**src/rtl/branch_pkg.sv**
```systemverilog
// Shared branch-unit types: RV32I branch conditions and saturating-counter helpers.
package branch_pkg;

  typedef enum logic [2:0] {
    BEQ  = 3'b000,
    BNE  = 3'b001,
    BLT  = 3'b100,
    BGE  = 3'b101,
    BLTU = 3'b110,
    BGEU = 3'b111
  } br_funct3_e;

  localparam int CTR_MIN       = 0;
  localparam int CTR_BITS_DFLT = 2;
  localparam int CTR_RST_DFLT  = (1 << (CTR_BITS_DFLT - 1)) - 1;
  localparam int CTR_MAX_DFLT  = (1 << CTR_BITS_DFLT) - 1;

  // 010 and 011 are unassigned in the branch opcode space.
  function automatic logic is_legal_br(input logic [2:0] funct3);
    return funct3[2:1] != 2'b01;
  endfunction

  function automatic int ctr_rst_val(input int bits);
    return (1 << (bits - 1)) - 1;
  endfunction

  function automatic int ctr_max_val(input int bits);
    return (1 << bits) - 1;
  endfunction

endpackage

```
**src/rtl/branch_cmp.sv**
```systemverilog
// Branch condition evaluator: (funct3, rs1, rs2) -> taken, legal.
// Purely combinational, no backpressure.
module branch_cmp
  import branch_pkg::*;
#(
  parameter int XLEN = 32
) (
  input  logic [2:0]      funct3,
  input  logic [XLEN-1:0] rs1,
  input  logic [XLEN-1:0] rs2,
  output logic            taken,
  output logic            legal
);

  always_comb begin
    taken = 1'b0;
    case (funct3)
      BEQ:     taken = (rs1 == rs2);
      BNE:     taken = (rs1 != rs2);
      BLT:     taken = ($signed(rs1) <  $signed(rs2));
      BGE:     taken = ($signed(rs1) >= $signed(rs2));
      BLTU:    taken = (rs1 <  rs2);
      BGEU:    taken = (rs1 >= rs2);
      default: taken = 1'b0;
    endcase
  end

  assign legal = is_legal_br(funct3);

endmodule

```
**src/rtl/branch_unit_bht.sv**
```systemverilog
// Branch unit: BHT lookup at fetch, condition resolve and counter training in EX.
// Lookup/resolve combinational; mispredict/illegal_br/counters registered 1 cycle; no backpressure.
module branch_unit_bht
  import branch_pkg::*;
#(
  parameter int XLEN        = 32,
  parameter int BHT_ENTRIES = 64,
  parameter int CTR_BITS    = 2,
  parameter int CNT_W       = 32
) (
  input  logic             clk,
  input  logic             rst_n,
  input  logic             if_valid,
  input  logic [XLEN-1:0]  if_pc,
  output logic             if_pred_taken,
  input  logic             ex_valid,
  input  logic             ex_is_branch,
  input  logic [2:0]       ex_funct3,
  input  logic [XLEN-1:0]  ex_rs1,
  input  logic [XLEN-1:0]  ex_rs2,
  input  logic [XLEN-1:0]  ex_pc,
  input  logic             ex_pred_taken,
  output logic             ex_taken,
  output logic             mispredict,
  output logic             illegal_br,
  output logic [CNT_W-1:0] br_count,
  output logic [CNT_W-1:0] mispred_count
);

  localparam int IDX_W = $clog2(BHT_ENTRIES);
  localparam logic [CTR_BITS-1:0] CTR_RST = CTR_BITS'(ctr_rst_val(CTR_BITS));
  localparam logic [CTR_BITS-1:0] CTR_MAX = CTR_BITS'(ctr_max_val(CTR_BITS));
  localparam logic [CTR_BITS-1:0] CTR_LO  = CTR_BITS'(CTR_MIN);

  logic [CTR_BITS-1:0] bht [BHT_ENTRIES];
  logic [IDX_W-1:0]    if_idx;
  logic [IDX_W-1:0]    ex_idx;
  logic [CTR_BITS-1:0] ctr_old;
  logic [CTR_BITS-1:0] ctr_next;
  logic                cmp_taken;
  logic                cmp_legal;
  logic                is_br;
  logic                upd;
  logic                unused_pc_bits;

  // Word-aligned PCs: bits [1:0] never select an entry.
  assign if_idx = if_pc[IDX_W+1:2];
  assign ex_idx = ex_pc[IDX_W+1:2];
  assign unused_pc_bits = ^{if_pc, ex_pc};

  branch_cmp #(.XLEN(XLEN)) u_cmp (
    .funct3 (ex_funct3),
    .rs1    (ex_rs1),
    .rs2    (ex_rs2),
    .taken  (cmp_taken),
    .legal  (cmp_legal)
  );

  assign is_br         = ex_valid & ex_is_branch;
  assign upd           = is_br & cmp_legal;
  assign ex_taken      = is_br & cmp_taken;
  assign if_pred_taken = if_valid & bht[if_idx][CTR_BITS-1];

  always_comb begin
    ctr_old  = bht[ex_idx];
    ctr_next = ctr_old;
    if (cmp_taken) begin
      if (ctr_old != CTR_MAX) ctr_next = ctr_old + CTR_BITS'(1);
    end else begin
      if (ctr_old != CTR_LO) ctr_next = ctr_old - CTR_BITS'(1);
    end
  end

  // Lookup reads the array directly, so a same-cycle update is seen only next cycle.
  always_ff @(posedge clk) begin
    if (!rst_n) begin
      for (int i = 0; i < BHT_ENTRIES; i++) bht[i] <= CTR_RST;
    end else if (upd) begin
      bht[ex_idx] <= ctr_next;
    end
  end

  always_ff @(posedge clk) begin
    if (!rst_n) begin
      mispredict    <= 1'b0;
      illegal_br    <= 1'b0;
      br_count      <= '0;
      mispred_count <= '0;
    end else begin
      mispredict <= upd & (cmp_taken != ex_pred_taken);
      illegal_br <= is_br & ~cmp_legal;
      if (upd) br_count <= br_count + CNT_W'(1);
      if (upd & (cmp_taken != ex_pred_taken)) mispred_count <= mispred_count + CNT_W'(1);
    end
  end

endmodule

```
**config.mk**
```make
export PLATFORM = sky130hd
export DESIGN_NAME = branch_unit_bht
export DESIGN_NICKNAME = d
export VERILOG_FILES = /design/src/rtl/branch_pkg.sv /design/src/rtl/branch_cmp.sv /design/src/rtl/branch_unit_bht.sv
export SDC_FILE = /design/constraint.sdc
export NUM_CORES = 1
export LEC_CHECK = 0
export CAP_MARGIN = 40
export CORE_ASPECT_RATIO = 2
export CORE_MARGIN = 2
export CORE_UTILIZATION = 48
export CTS_BUF_LIST = sky130_fd_sc_hd__clkbuf_8 sky130_fd_sc_hd__clkbuf_16
export DETAILED_ROUTE_END_ITERATION = 16
export PLACE_DENSITY = 0.87
export SLEW_MARGIN = 25
export SYNTH_ARGS = -nofsm -noshare
export SYNTH_HDL_FRONTEND = slang
export SYNTH_HIERARCHICAL = 1
export SYNTH_SLANG_ARGS = --single-unit
export TNS_END_PERCENT = 100
```
**constraint.sdc**
```tcl
create_clock -name clk -period 4.2 [get_ports clk]
set_input_delay 0.63 -clock clk [delete_from_list [all_inputs] [get_ports clk]]
set_output_delay 0.63 -clock clk [all_outputs]
set_load 0.01 [all_outputs]
```
# == Word level (Yosys, flattened, before mapping) ==
# Memory sizes are Yosys's and may differ from the RTL's.
# Cells that the tools add are included.
# classes
addsub,4
order_cmp,4
eq_ne,10
muxes,11
bitwise,7
n_reduce_logical,3
# ops
cell,n
$add 32x1->32 const B,2
$ge 32x32->1,2
$lt 32x32->1,2
$eq 32x32->1,1
$ne 32x32->1,1
$eq 3x3->1 const B,4
$mux 2,4
$and 1x1->1,6
$mux 6,1
$pmux 1 s6,1
$mux 1,5
$eq 3x1->1 const B,1
$logic_not 3->1,1
$add 2x1->2 const B,1
$ne 2x1->1 const B,1
$ne 2x2->1 const B,1
$reduce_bool 2->1,1
$reduce_or 2->1,1
$sub 2x1->2 const B,1
$ne 1x1->1,1
$not 1->1,1
# word_totals
regBits,66
ram_bits,128
mem_count,1
# mem_list
memory,words,width,rd,rd_clocked_by_memory_dff,wr,line_no,source
bht,64,2,2,0,64,branch_unit_bht.sv:35,logic [CTR_BITS-1:0] bht [BHT_ENTRIES];

# == Depth between registers and ports, before layout ==
# Gate-level depths: netlist of run 1.
# logic_depth
ltp_word,7
mapped_depth,16
ltp_nobuf,15

# == By module ==
# Netlist of run 1, hierarchy kept.
# modules_own_cells
mod,instances,cells_each,area_per_inst_um2,seq_area_each_um2
branch_unit_bht,1,966,10024.6,5165.0
branch_cmp,1,129,929.6,0.0

# == Least setup slack after synthesis of run 1 ==
# Ideal clock, no wire load.
# synth_timing
kind,input-to-reg
startpoint,input ex_rs2[1]
endpoint,register mispred_count[29]
setup_ps,76
arrival_time_ps,3912
path_slack_ps,212
path_stages,14
n_path_buf,0
path_cell_list,inv_1 ha_1 nor2b_1 o211ai_1 a21oi_1 o311a_1 o311a_1 nor3_2 xnor2_1 nor4_1 nor4b_2 nand2_1 or3_1 a21boi_0
# synth_via
elab_chain_cells,4
elab_cells_between_ends,9
classes_between,order compare: 4; eq/ne: 3; mux: 1; bitwise: 1
# synth_lines
element,line_no,source
start: declaration,branch_unit_bht.sv:20,"input logic [XLEN-1:0] ex_rs2,"
"$ge 32x32->1, or another cell as far along",branch_cmp.sv:23,BGEU: taken = (rs1 >= rs2);
$pmux 1 s6 (*),branch_cmp.sv:17,case (funct3)
via cmp_taken,branch_unit_bht.sv:40,logic cmp_taken;
$ne 1x1->1 (*),branch_unit_bht.sv:93,if (upd & (cmp_taken != ex_pred_taken)) mispred_count <= mispred_count + CNT_W'(1);
$and 1x1->1 (*),branch_unit_bht.sv:93,
end signal: assignment,branch_unit_bht.sv:93,
end: declaration,branch_unit_bht.sv:27,output logic [CNT_W-1:0] mispred_count
# The timed path passes the listed nets; every way through them passes the cells marked *.
# A chain may end at the register's enable or synchronous reset.

# == Worst setup path in the final report of run 1 ==
# layout_timing
startpoint,input ex_rs2[21]
endpoint,output ex_taken
# layout_via
elab_chain_cells,3
elab_cells_between_ends,8
classes_between,order compare: 4; eq/ne: 2; mux: 1; bitwise: 1
# layout_lines
element,line_no,source
"$ge 32x32->1, or another cell as far along",branch_cmp.sv:23,
$pmux 1 s6 (*),branch_cmp.sv:17,
via cmp_taken,branch_unit_bht.sv:40,
$and 1x1->1 (*),branch_unit_bht.sv:61,assign ex_taken = is_br & cmp_taken;
end: declaration,branch_unit_bht.sv:23,"output logic ex_taken,"
# Marked as above.

==> metrics.txt, run 1 <==
status=finished clean; TNS Setup=0 ps; Post-synth EDFFs=128; syn avg cell area=10.0 sq um; #FFs+latches synth=194; startpoint of the worst hold path=br_count[31]; RSZ-0062 raised after global routing=yes; worst hold-check path type=flip-flop to flip-flop; total power=between 4 and 5 mW; cells after synthesis=1,095; n_diodes=0; Final setup viols=0; Critical Path End Type=output pin; GPL Wtd Cong=1.07; CP Class=input pin to output pin; Multi-input gate area=5270 sq um; Area growth syn-to-layout=24.2%; # hold bufs at CTS=0; Final Skew=between 10 and 15 ps; clk sinks=194; share of the synthesized area in the top cell type=35.1%; drt first pass iters=8; total number of vias=9,226; Die Ht=218 um; commonest cells in the netlist=nand2_1 (147), edfxtp_1 (128), nand3_1 (100), nor2_1 (79), dfxtp_1 (66); CP required=3570 ps; TritonCTS Buffers=17; Final Cycle Share=approximately 94%; Filler Cell Count=roughly 1,800; Tmin final=3950 ps; Seq/Total Area, Yosys=47.2%; LEAKAGE=just under 5 nW; die width=~110 um; CTS tree=built; DR vias/cell=between 5 and 6; Slew HR=48.3%; Max H-tree Level=4; DRC=0; Syn. warnings=6; post-DR wirelength/cell=just over 20 um; Rows=78; CP max stage delay=470 ps; Global Route Usage Sum=between 20% and 30%; top cells by area, synth=edfxtp_1 (35%), dfxtp_1 (12%), mux4_2 (6.2%); antenna-violating nets left=0; # IOs=205; final hold viol count=0; first-pass GRT wire length=approximately 50,000 um; cell family with most CP delay=buffers and inverters; Crit-path slowest cell=clkdlybuf4s50_1; IO Port Bufs=between 150 and 200; WP data arrival=3320 ps; crit path cell chain=clkdlybuf4s50_1, inv_1, ha_1, a21oi_1, o21ai_0, a22oi_2, nand3_1, o311a_1, nor3_2, buf_4, buf_4, and3_1, dlygate4sd2_1; Core Region=22,500 sq um; layout cell share with drive strength beyond 1=approximately 11%; Startpoint Class=input pin; most used cell, CP=buf_4; clk_lat worst skew=440 ps; dpl hpwl=23,400 um; Max-cap violations=0; Clock transition at path regs=70 ps; cell area after synthesis=between 10,000 and 15,000 sq um; largest net degree at the start of global routing=91; max-slew violation count=0; CP startpoint=ex_rs2[21]; initial antenna violation count=1; peak supply drop=0.000299 V; CP Buf/Inv Count=5; Yosys cell types=63; die area=24,100 sq um; beginning of the worst register-to-register path=bht[20][1]; Post-Syn Nets=~1,300; count leader, synth=nand2_1; vias in the first global route=9,469; Initial Utilization=48.6%; Detailed Route WL=31,600 um; Worst Path Max Fanout=3; Worst-Margin Slew=772 ps; Seq. cell area=5160 sq um; grt ovf=0; worst hold slack=497 ps; CTS root buf=clkbuf_16; Most used DFF post-synth=edfxtp_1; drt first-iter violations=around 800; Peak Freq=about 250 MHz; Synth async-reset ratio=0%; cell area power density=between 300 and 400 nW/um^2; Synth area leader=edfxtp_1; Nets=1,422; CTS Buffer Depth=2
## per-stage QoR
step / utilization [%] / cells / instance area (sq um) / setup slack [ps]
after floorplan: - / 1095 / 11000 / 212
final: 60.3 / 1544 / 13600 / 255
after global routing: 60.3 / 1544 / 13600 / -21.6
after detailed placement: 57.5 / 1510 / 13000 / -188
after global placement: 57.5 / 1510 / 13000 / -53.9
after CTS: 60.0 / 1542 / 13500 / 43.9
## layer usage
layer | routed length, um | global-route usage, % | up-vias | part of all wire (%)
li1 | - | - | 4240 | -
met1 | 9510 | 24.6 | 4357 | 30
met2 | 17600 | 50.3 | 466 | 56
met3 | 2100 | 4.53 | 161 | 6.6
met4 | 2380 | 19.5 | 2 | 7.5
met5 | 7 | 0 | - | 0.022
## timing repair
| item | in CTS | in global routing |
|---|---|---|
| gates cloned | 0 | 1 |
| gates resized for setup | 1 | 6 |
| endpoints found under the setup margin | 1 | 5 |
| pin swaps | 1 | 2 |
| buffers inserted | 0 | 0 |
## where the power goes
part	internal [mW]	leakage [nW]	switching, mW	total (mW)
logic	0.261	2.96	0.347	0.608
clock network	0.844	0.287	0.731	1.57
registers	2.05	1.64	0.0181	2.07
## sequential cells by signal, indices dropped and copies added (netlist names)
name           count
br_count          32
illegal_br         1
mispred_count     32
bht              128
mispredict         1
## cell usage in the layout, fill, tap and decap left out, drive strengths merged, types with 19 or more instances in the layout
master         instances
and3                  21
edfxtp               128
dfxtp                 66
clkdlybuf4s50        147
nand2                147
nor2                  79
a21oi                 19
xnor2                 40
nor3                  31
ha                    34
o21ai                 41
clkbuf                19
buf                   61
and2                  56
mux4                  30
nand3                100
mux2i                 32
inv                   54
## worst min-delay path, cell delays in order, from the launching register on
cell and delay (ps):
dfxtp_1 320, o21ai_0 60, a21boi_0 70
## logic make-up after synthesis
kind of cell | after synthesis | share of synthesized area (%)
and+or+nand+nor | 513 | 23.5
DFF | 194 | 47.2
AOI/OAI and AO/OA | 117 | 6.96
buffers and inverters | 120 | 4.96
adders and majority gates | 36 | 4.08
muxes | 64 | 9.30
xor gates and xnor gates | 51 | 4.08
## layout make-up
type	count	share of cell area [%]
Tap cell	280	2.58
Inverter	46	1.27
Multi-Input combinational cell	781	38.7
Sequential cell	194	38.0
Clock buffer	18	3.23
Clock inverter	14	0.957
Timing Repair Buffer	211	15.3
## worst paths after layout
path | end | slack, ps | cells past startpoint
worst max-delay path | ex_taken | 250 | 13
worst min-delay path | br_count[31] | 500 | 2
worst max register to register | bht[45][1] | 1090 | 8
worst min register to register | br_count[31] | 500 | 2
(Power assumes the default switching activity.)
==> run 2, diff against run 1 <==
--- a/config.mk
+++ b/config.mk
@@ -11,6 +11,7 @@
 export CORE_UTILIZATION = 48
 export CTS_BUF_LIST = sky130_fd_sc_hd__clkbuf_8 sky130_fd_sc_hd__clkbuf_16
 export DETAILED_ROUTE_END_ITERATION = 16
+export GPL_TIMING_DRIVEN = 0
 export PLACE_DENSITY = 0.87
 export SLEW_MARGIN = 25
 export SYNTH_ARGS = -nofsm -noshare
==> metrics.txt, run 2 (synthesized netlist as in run 1, its figures left out) <==
antenna-violating nets left=0; # IOs=205; die width=111 um; layout cell share with drive strength beyond 1=around a tenth; Die Ht=roughly 220 um; Psw=1.17 mW; Clock transition at path regs=70 ps; number of flip-flops in the largest register=128; clk sinks=194; most common cell after layout, fill and taps aside=clkdlybuf4s50_1; Global Route Usage Sum=30.9%; die area=24,100 sq um; grt ovf=0; placed cells=1,525; status=finished clean; IO Port Bufs=between 100 and 150; Rows=78; Multi-input gate area=5340 sq um; dpl hpwl=28,300 um; max-slew violation count=0; worst hold-check path type=flip-flop to flip-flop; Initial Utilization=between 40% and 50%; drt first-iter violations=926; total number of vias=9,615; Top reg by flops=bht; Worst-Margin Slew=978 ps; Seq. cell area=between 5000 and 6000 sq um; DR vias/cell=6.15; Detailed Route WL=36,800 um; Final Skew=9.28 ps; Critical Path End Type=flip-flop; first-pass GRT wire length=55,800 um; vias in the first global route=9,917; cell area power density=329 nW/um^2; clock power share=39.2%; Gate power share=14.6%; Sw Ratio=26.2%; Tmin final=between 4000 and 5000 ps; Core Region=22,500 sq um; CTS tree=built; DRC=0; CTS root buf=clkbuf_16; Slew HR=34.3%; Final Util=between 60% and 70%; Startpoint Class=input pin; Setup WS pre-CTS=-1090 ps; GPL Wtd Cong=1.07; WP data arrival=4240 ps; CP Class=input pin to flip-flop; peak supply drop=0.000301 V; CP required=4370 ps; Area growth syn-to-layout=24.1%; r2r setup slk=980 ps; total power=4.48 mW; most frequent cells in the layout=clkdlybuf4s50_1 (147), nand2_1 (145), edfxtp_1 (128); Filler Cell Count=between 1,500 and 2,000; Nets=1,442; cell internal pwr=3.31 mW; Max H-tree Level=4; # hold bufs at CTS=0; sequential share of power=46.2%; final hold viol count=0; final worst setup slack=138 ps; post-DR wirelength/cell=23.5 um; LEAKAGE=4.86 nW; Peak Freq=approximately 250 MHz; n_diodes=0; clk_lat worst skew=460 ps; drt first pass iters=8; Final Cycle Share=96.7%; TritonCTS Buffers=17; initial antenna violation count=0; biggest regs=bht (128), br_count (32), mispred_count (32); largest net degree at the start of global routing=18; worst hold slack=around 500 ps; Max-cap violations=0; Layout Cells excl Fill=1,564; Final setup viols=0; RSZ-0062 raised after global routing=yes; Worst Path Max Fanout=10; CTS Buffer Depth=2
run 2: cell count changes in the layout (fill, tap and decap cells not counted), sizes merged:
cell	previous run	this run
clkbuf	19	59
buf	61	41
inv	54	50
bufinv	1	4
clkinv	3	5
dlygate4sd2	1	0
run 2: routing by layer:
layer / track usage [%] / part of all wire [%]
met1: 28.7 / 30
met2: 58.0 / 54
met3: 6.00 / 7.2
met4: 24.0 / 8.7
met5: 0 / 0
run 2: cell type report:
class                           instances  area share [%]
Buffer                                 73            2.80
Clock buffer                           17            3.13
Clock inverter                         15            1.47
Inverter                               46            1.27
Multi-Input combinational cell        781            39.3
Sequential cell                       194            38.0
Tap cell                              280            2.58
Timing Repair Buffer                  158            11.4
run 2: repair_timing:
action                                  CTS  global route
buffers inserted                          2             4
pin swaps                                 2             3
endpoints found under the setup margin   18           132
gates resized for setup                  11            12
run 2: critical path, cell delays in order:
cell	delay (ps)
clkdlybuf4s50_1	640
buf_4	250
nor2_1	230
and3_1	270
o41ai_2	530
o211ai_1	210
nor4_1	470
maj3_1	250
buf_2	270
buf_2	360
nor3_1	100
run 2: worst paths after layout:
kind / to / start / cells past startpoint
worst max-delay path: bht[47][1] / ex_pc[2] / 11
worst min-delay path: mispred_count[30] / mispred_count[30] / 2
worst max register to register: bht[47][1] / bht[53][1] / 9
worst min register to register: mispred_count[30] / mispred_count[30] / 2
run 2: power by group through the flow:
| stage | sequential [mW] | combinational [mW] | clock, mW |
|---|---|---|---|
| 2_1_floorplan | 2.10 | 0.360 | 0 |
| 3_3_place_gp | 2.11 | 0.615 | 0 |
| 3_5_place_dp | 2.11 | 0.628 | 0 |
| 4_1_cts | 2.07 | 0.633 | 1.75 |
| 5_1_grt | 2.07 | 0.688 | 1.81 |
| 6_report | 2.07 | 0.654 | 1.75 |
run 2: through the flow:
stage               cell area [sq um]  TNS [ps]
floorplan                       11000         0
global placement                12800    -61450
detailed placement              12800    -58520
CTS                             13500         0
global route                    13600     -37.0
finish                          13600         0
